**src/rtl/multicycle_ctrl.sv**
```systemverilog
// multicycle_ctrl: multi-cycle control FSM for an RV32I subset
// (lw, sw, R-type, I-type ALU, beq, jal) on a shared regfile/ALU datapath.
//
// Ports:
//   clk, rst_n          rising-edge clock, asynchronous active-low reset
//   op, funct3, funct7b5 instruction fields (IR[6:0], IR[14:12], IR[30])
//   Zero                ALU zero flag (beq)
//   mem_ready           memory completes the current access this cycle
//   PCWrite, AdrSrc, MemWrite, IRWrite, RegWrite   datapath enables/selects
//   ResultSrc, ALUSrcA, ALUSrcB, ALUControl        datapath mux/ALU controls
//   instr_done          one-cycle retire pulse
//   illegal             one-cycle pulse in DECODE for an unsupported opcode
//   retired_cnt, illegal_cnt  wrapping debug counters
module multicycle_ctrl #(
  parameter int unsigned CNT_W = 32
) (
  input  logic             clk,
  input  logic             rst_n,
  input  logic [6:0]       op,
  input  logic [2:0]       funct3,
  input  logic             funct7b5,
  input  logic             Zero,
  input  logic             mem_ready,
  output logic             PCWrite,
  output logic             AdrSrc,
  output logic             MemWrite,
  output logic             IRWrite,
  output logic             RegWrite,
  output logic [1:0]       ResultSrc,
  output logic [1:0]       ALUSrcA,
  output logic [1:0]       ALUSrcB,
  output logic [2:0]       ALUControl,
  output logic             instr_done,
  output logic             illegal,
  output logic [CNT_W-1:0] retired_cnt,
  output logic [CNT_W-1:0] illegal_cnt
);

  typedef enum logic [3:0] {
    S_FETCH, S_DECODE, S_MEMADR, S_MEMREAD, S_MEMWB, S_MEMWRITE,
    S_EXECR, S_EXECI, S_ALUWB, S_JAL, S_BEQ
  } state_t;

  state_t           state_q, state_d;
  logic [CNT_W-1:0] retired_cnt_q, retired_cnt_d;
  logic [CNT_W-1:0] illegal_cnt_q, illegal_cnt_d;

  // Ungated enables; the ports below are masked by rst_n so nothing can
  // write while reset is asserted, even if a Mealy input is high.
  logic pc_write, mem_write, ir_write, reg_write, done, ill;
  logic [2:0] alu_dec;

  always_comb begin
    unique case (funct3)
      3'b000:  alu_dec = (state_q == S_EXECR && funct7b5) ? 3'b001 : 3'b000;
      3'b010:  alu_dec = 3'b101;
      3'b110:  alu_dec = 3'b011;
      3'b111:  alu_dec = 3'b010;
      default: alu_dec = 3'b000;
    endcase
  end

  always_comb begin
    state_d    = state_q;
    pc_write   = 1'b0;
    mem_write  = 1'b0;
    ir_write   = 1'b0;
    reg_write  = 1'b0;
    done       = 1'b0;
    ill        = 1'b0;
    AdrSrc     = 1'b0;
    ResultSrc  = 2'b00;
    ALUSrcA    = 2'b00;
    ALUSrcB    = 2'b00;
    ALUControl = 3'b000;

    unique case (state_q)
      S_FETCH: begin
        ResultSrc = 2'b10;
        ALUSrcB   = 2'b10;
        ir_write  = mem_ready;
        pc_write  = mem_ready;
        if (mem_ready) state_d = S_DECODE;
      end
      S_DECODE: begin
        ALUSrcA = 2'b01;
        ALUSrcB = 2'b01;
        unique case (op)
          7'b0000011, 7'b0100011: state_d = S_MEMADR;
          7'b0110011:             state_d = S_EXECR;
          7'b0010011:             state_d = S_EXECI;
          7'b1100011:             state_d = S_BEQ;
          7'b1101111:             state_d = S_JAL;
          default: begin
            ill     = 1'b1;
            state_d = S_FETCH;
          end
        endcase
      end
      S_MEMADR: begin
        ALUSrcA = 2'b10;
        ALUSrcB = 2'b01;
        state_d = (op == 7'b0000011) ? S_MEMREAD : S_MEMWRITE;
      end
      S_MEMREAD: begin
        AdrSrc = 1'b1;
        if (mem_ready) state_d = S_MEMWB;
      end
      S_MEMWB: begin
        ResultSrc = 2'b01;
        reg_write = 1'b1;
        done      = 1'b1;
        state_d   = S_FETCH;
      end
      S_MEMWRITE: begin
        AdrSrc    = 1'b1;
        mem_write = 1'b1;
        if (mem_ready) begin
          done    = 1'b1;
          state_d = S_FETCH;
        end
      end
      S_EXECR: begin
        ALUSrcA    = 2'b10;
        ALUControl = alu_dec;
        state_d    = S_ALUWB;
      end
      S_EXECI: begin
        ALUSrcA    = 2'b10;
        ALUSrcB    = 2'b01;
        ALUControl = alu_dec;
        state_d    = S_ALUWB;
      end
      S_ALUWB: begin
        reg_write = 1'b1;
        done      = 1'b1;
        state_d   = S_FETCH;
      end
      S_JAL: begin
        ALUSrcA  = 2'b01;
        ALUSrcB  = 2'b10;
        pc_write = 1'b1;
        state_d  = S_ALUWB;
      end
      S_BEQ: begin
        ALUSrcA    = 2'b10;
        ALUControl = 3'b001;
        pc_write   = Zero;
        done       = 1'b1;
        state_d    = S_FETCH;
      end
      default: state_d = S_FETCH;
    endcase
  end

  always_comb begin
    retired_cnt_d = retired_cnt_q;
    illegal_cnt_d = illegal_cnt_q;
    if (done) retired_cnt_d = retired_cnt_q + CNT_W'(1);
    if (ill)  illegal_cnt_d = illegal_cnt_q + CNT_W'(1);
  end

  always_ff @(posedge clk or negedge rst_n) begin
    if (!rst_n) begin
      state_q       <= S_FETCH;
      retired_cnt_q <= '0;
      illegal_cnt_q <= '0;
    end else begin
      state_q       <= state_d;
      retired_cnt_q <= retired_cnt_d;
      illegal_cnt_q <= illegal_cnt_d;
    end
  end

  assign PCWrite     = pc_write  & rst_n;
  assign MemWrite    = mem_write & rst_n;
  assign IRWrite     = ir_write  & rst_n;
  assign RegWrite    = reg_write & rst_n;
  assign instr_done  = done      & rst_n;
  assign illegal     = ill       & rst_n;
  assign retired_cnt = retired_cnt_q;
  assign illegal_cnt = illegal_cnt_q;

endmodule

```
**config.mk**
```make
export PLATFORM = sky130hd
export DESIGN_NAME = multicycle_ctrl
export DESIGN_NICKNAME = d
export VERILOG_FILES = /design/src/rtl/multicycle_ctrl.sv
export SDC_FILE = /design/constraint.sdc
export NUM_CORES = 1
export LEC_CHECK = 0
export ABC_AREA = 1
export CORE_MARGIN = 10
export CORE_UTILIZATION = 50
export CTS_CLUSTER_DIAMETER = 60
export DETAILED_ROUTE_END_ITERATION = 6
export PLACE_DENSITY = 0.78
export SYNTH_ARGS = -nofsm -noshare
export SYNTH_HDL_FRONTEND = slang
export SYNTH_SLANG_ARGS = --single-unit
export TNS_END_PERCENT = 10
```
**constraint.sdc**
```tcl
create_clock -name clk -period 4 [get_ports clk]
set_input_delay 1 -clock clk [delete_from_list [all_inputs] [get_ports clk]]
set_output_delay 1 -clock clk [all_outputs]
set_load 0.05 [all_outputs]
```
# --- Word-level counts from Yosys, hierarchy flattened ---
# Cells that the tools add are included.
totals:
  out_inout_bits: 80
  elab_cells: 69
  reg_bits: 68
op_classes:
  reduce_logical: 15
  n_eq_ne: 22
  muxes: 21
  bitwise: 6
  addsub: 2
ops:
  columns: ["operator", "count"]
  rows:
  - ["$add A32 B1 Y32 const B", 2]
  - ["$pmux W4 S6", 1]
  - ["$pmux W4 S5", 1]
  - ["$eq A4 B3 Y1 const B", 4]
  - ["$eq A7 B6 Y1 const B", 2]
  - ["$eq A7 B7 Y1 const B", 2]
  - ["$eq A4 B4 Y1 const B", 3]
  - ["$mux W4", 3]
  - ["$pmux W2 S2", 3]
  - ["$pmux W3 S4", 1]
  - ["$reduce_or A2 Y1", 6]
  - ["$reduce_or A3 Y1", 3]
  - ["$eq A4 B2 Y1 const B", 2]
  - ["$mux W1", 8]
  - ["$eq A7 B2 Y1 const B", 1]
  - ["$eq A7 B5 Y1 const B", 1]
  - ["$and A1 B1 Y1", 6]
  - ["$eq A3 B3 Y1 const B", 2]
  - ["$ne A2 B2 Y1 const B", 3]
  - ["$pmux W3 S2", 1]
  - ["$reduce_or A6 Y1", 1]
  - ["$eq A4 B1 Y1 const B", 1]
  - ["$logic_not A4 Y1", 1]
  - ["$reduce_or A4 Y1", 1]
  - ["other kinds (7)", 7]

# --- Depth between registers and ports, before layout ---
depth:
  word_depth: 5
  ltp_mapped: 10
  depth_no_buf: 10

# --- Worst setup path after synthesis ---
# No wires, ideal clock.
synth_timing:
  path_kind: "input port to output port"
  start: "input port funct3[1]"
  end: "output port ALUControl[2]"
  path_stages: 2
  t_required_ps: 3000
  path_slack_ps: 427
  arrival_ps: 2573
  path_cell_list: "inv_1 > nor4_1"
synth_via:
  elab_chain_len: 3
  word_cells_on_any_way: 6
  cone_classes: "3 x eq/ne; 2 x mux; 1 x reduce/logical"
synth_lines:
  columns: ["element", "line", "text"]
  rows:
  - ["start, declared", "20", "input logic [2:0] funct3,"]
  - ["$eq A3 B3 Y1 (tied with other cells)", "54", "unique case (funct3)"]
  - ["$pmux W3 S4 *", "54", null]
  - ["$pmux W3 S2 *", "77", "unique case (state_q)"]
  - ["end, declared", "32", "output logic [2:0] ALUControl,"]
# Every way passes the cells marked *; elsewhere a longest branch is shown, timed or not.

# --- Final worst setup path ---
# Same ends and word-level chain as after synthesis.

==> impl_results.md <==
* Slew Viols, Final at 0
* Die width at roughly 120 um
* Synthesized area at between 4000 and 5000 um2
* Placed inst area at 5660 um2
* Drt wl/cell at between 10 and 15 um
* Die area at between 10000 and 15000 um2
* Post-CTS Hold Buffers at 0
* Worst Path Class, Setup: input port to primary output
* CTS sink cnt at 68
* TritonCTS Buffers at 9
* Power Dens Cells at roughly 380 nW/um2
* FFs w/ async S/R, synth at 100%
* Fin crit share at a little over 90%
* Yosys top cell area share at 36.7%
* Ys flop type: dfrtp_1
* Crit Reg-Reg Startpoint: state_q[0]$_DFFE_PN0P_
* Syn Area/Cell at just over 6 um2
* Ranking of synthesized cells by area: dfrtp_1 (37%), nand2_1 (28%), nor2_1 (10%)
* Post-synth EDFFs at 0
* Root buffer cell: clkbuf_8
* Layout fillers at a little under 900
* Clk_skew at approximately 0.017 ns
* Min Tclk post-route at 3.65 ns
* CP max-delay cell: clkdlybuf4s50_1
* CP Max Fanout at 3
* Cell depth of the worst flop-to-flop path at 8
* Vias at between 4000 and 5000
* Met3 usage in global routing at ~7.9%
* I/O Pins at 95
* Reg2reg end: illegal_cnt[17]$_DFFE_PN0P_
* First-pass GRT wire length at about 22000 um
* Worst reg2reg setup slack at 2.11 ns
* Global route total overflow at 0
* Core ar. at around 9200 um2
* Cell taking the most area after synthesis: dfrtp_1
* Global Route Usage Sum at around a fifth
* CP Cell Sequence: clkdlybuf4s50_1 -> inv_1 -> nor4_1 -> clkdlybuf4s50_1
* Post-Syn Nets at roughly 760
* Final Hold Fails at 0
* Post-route DRC at 0
* Most frequent CP cell: clkdlybuf4s50_1
* Least-Margin Pin Slew at 0.885 ns
* H-Tree Depth at 3
* TNS Setup at 0 ns
* Clock latency on the worst-skew pair at 0.35 ns
* Reg clk slew, reported paths at around 0.080 ns
* Number of synthesized register bits at just under 70
* Initial antenna violation count at 1
* Area grow syn2layout at 25.9%
* Peak VDD IR at 0.342 mV
* Largest net degree at the start of global routing at 68
* GR Util met2 at between 30% and 40%
* Height of the die at between 100 and 150 um
* Initial DRC count at 358
* Seq/Total Area, Yosys at 36.7%
* Final WL at roughly 13000 um
* Multi-input gate area at 2570 um2
* Finish-stage setup viols at 0
* Maximum clock insertion buffer count at 2
* Post-CTS setup buffers at 0
* Crit start category: input port
* Vias in the first global route at roughly 4600
* Most frequent cells after synthesis: nand2_1 (350), nor2_1 (128), inv_1 (70)
* Max incr delay on CP at roughly 0.86 ns
* Relative slew margins at roughly 41%
* Input/output buffers at 94
* Share of cells above drive strength 1 at between 4 and 5%
* Final ANT Viol Nets at 0
* FMAX at 274 MHz
* Syn Inst Count at between 700 and 800
* Distinct cells, synth at 28
* # diodes at 0
* Initial Util at between 50% and 60%
* Top Usage Layer GRT: met2
* Final net count at 861
* Register area at 1700 um2
* Routability cong. at ~0.92
* Met1 usage at about 27%
* Max-cap violation count at 0
* Leakage at ~2.7 nW
* TritonCTS clock tree: built
* Core Rows at 35
* Endpoint type of the worst setup path: primary output
* Critical path destination: ALUControl[2]
* Crit path launch: funct3[1]
* Vias per cell at around 5.1
* Critical Path RT at 3.00 ns
* Post-cts sizing count at 0
* DRT Pass-1 Iters at 5
* Design area at 5830 um2
* Synth warn at 0
* Count leader, synth: nand2_1
* Run status: complete, no violations
* RSZ-0062 raised after global routing: false
* CP arrival at between 2 and 3 ns
* Final HPWL DP at 10400 um
* HP Class: input port to asynchronous set/reset pin
==> final cells by class <==
cell class	count	area share, %
Tap cell	111	2.38
Clock inverter	7	0.880
Multi-Input combinational cell	594	44.1
Sequential cell	68	29.2
Clock buffer	9	2.12
Inverter	74	4.85
Timing Repair Buffer	97	16.5
==> critical path, delay by kind of cell <==
family / cells / cell delay [ns]
buffers and inverters: 3 / 1.39
AND/OR/NAND/NOR: 1 / 0.26
==> per-stage QoR <==
| step | util (%) | std cells | setup WS (ns) | total power, mW | hold WS (ns) |
|---|---|---|---|---|---|
| 2_1_floorplan | - | 746 | 0.427 | 1.43 | 0.617 |
| 3_3_place_gp | 61.8 | 944 | 0.392 | 1.70 | 0.507 |
| 3_5_place_dp | 61.8 | 944 | 0.371 | 1.70 | 0.520 |
| 4_1_cts | 63.7 | 960 | 0.348 | 2.23 | 0.447 |
| 5_1_grt | 63.7 | 960 | 0.260 | 2.34 | 0.445 |
| 6_report | 63.7 | 960 | 0.351 | 2.21 | 0.461 |
==> state kept, by name, summed over array words and instances (netlist names) <==
name	count
state_q	4
illegal_cnt	32
retired_cnt	32
==> worst min-delay path by stage <==
stage                                      from                          end  slack, ns
global placement    retired_cnt[17]$_DFFE_PN0N_  retired_cnt[17]$_DFFE_PN0N_       0.51
floorplan                state_q[1]$_DFFE_PN0P_       state_q[1]$_DFFE_PN0P_       0.62
finish                                    rst_n       state_q[1]$_DFFE_PN0P_       0.46
detailed placement   retired_cnt[6]$_DFFE_PN0N_   retired_cnt[6]$_DFFE_PN0N_       0.52
CTS                                       rst_n       state_q[1]$_DFFE_PN0P_       0.45
global route                              rst_n       state_q[1]$_DFFE_PN0P_       0.45
==> kinds of logic (layout without fill, tap and decap cells) <==
group | after synthesis | in the layout | share of synthesized area (%)
compound gates | 23 | 23 | 2.73
xor+xnor | 25 | 25 | 4.73
fa+ha+maj | 2 | 2 | 0.540
buf+inv | 84 | 187 | 7.80
flops | 68 | 68 | 36.7
simple gates | 544 | 544 | 47.5
==> layout by cell type (no fill, tap or decap), types with 2 or more instances in the layout <==
master and n:
nor3_1 3, buf_4 5, nor2_4 3, nand3_1 40, o21ai_1 4, inv_2 2
xnor2_1 7, nand2_1 350, inv_4 2, nand4_1 4, nand3_4 2, dfrtp_1 68
o21ai_0 14, ha_1 2, clkbuf_8 9, xor2_1 18, nand2_2 5, nor2_1 128
clkdlybuf4s50_1 90, inv_6 2, nand3b_1 7, clkinv_2 2, clkinvlp_4 2, inv_1 70
==> routing by layer <==
| layer | up-vias | wire length (um) |
|---|---|---|
| li1 | 2473 | - |
| met1 | 2237 | 5940 |
| met2 | 197 | 5890 |
| met3 | 24 | 1380 |
| met4 | 2 | 253 |
| met5 | - | 13 |
==> power breakdown <==
part           switching [mW]  internal, mW
sequential             0.0833         0.743
clock                   0.295         0.228
combinational           0.615         0.249
total                   0.993          1.22
Power figures use the tool's default switching activity.
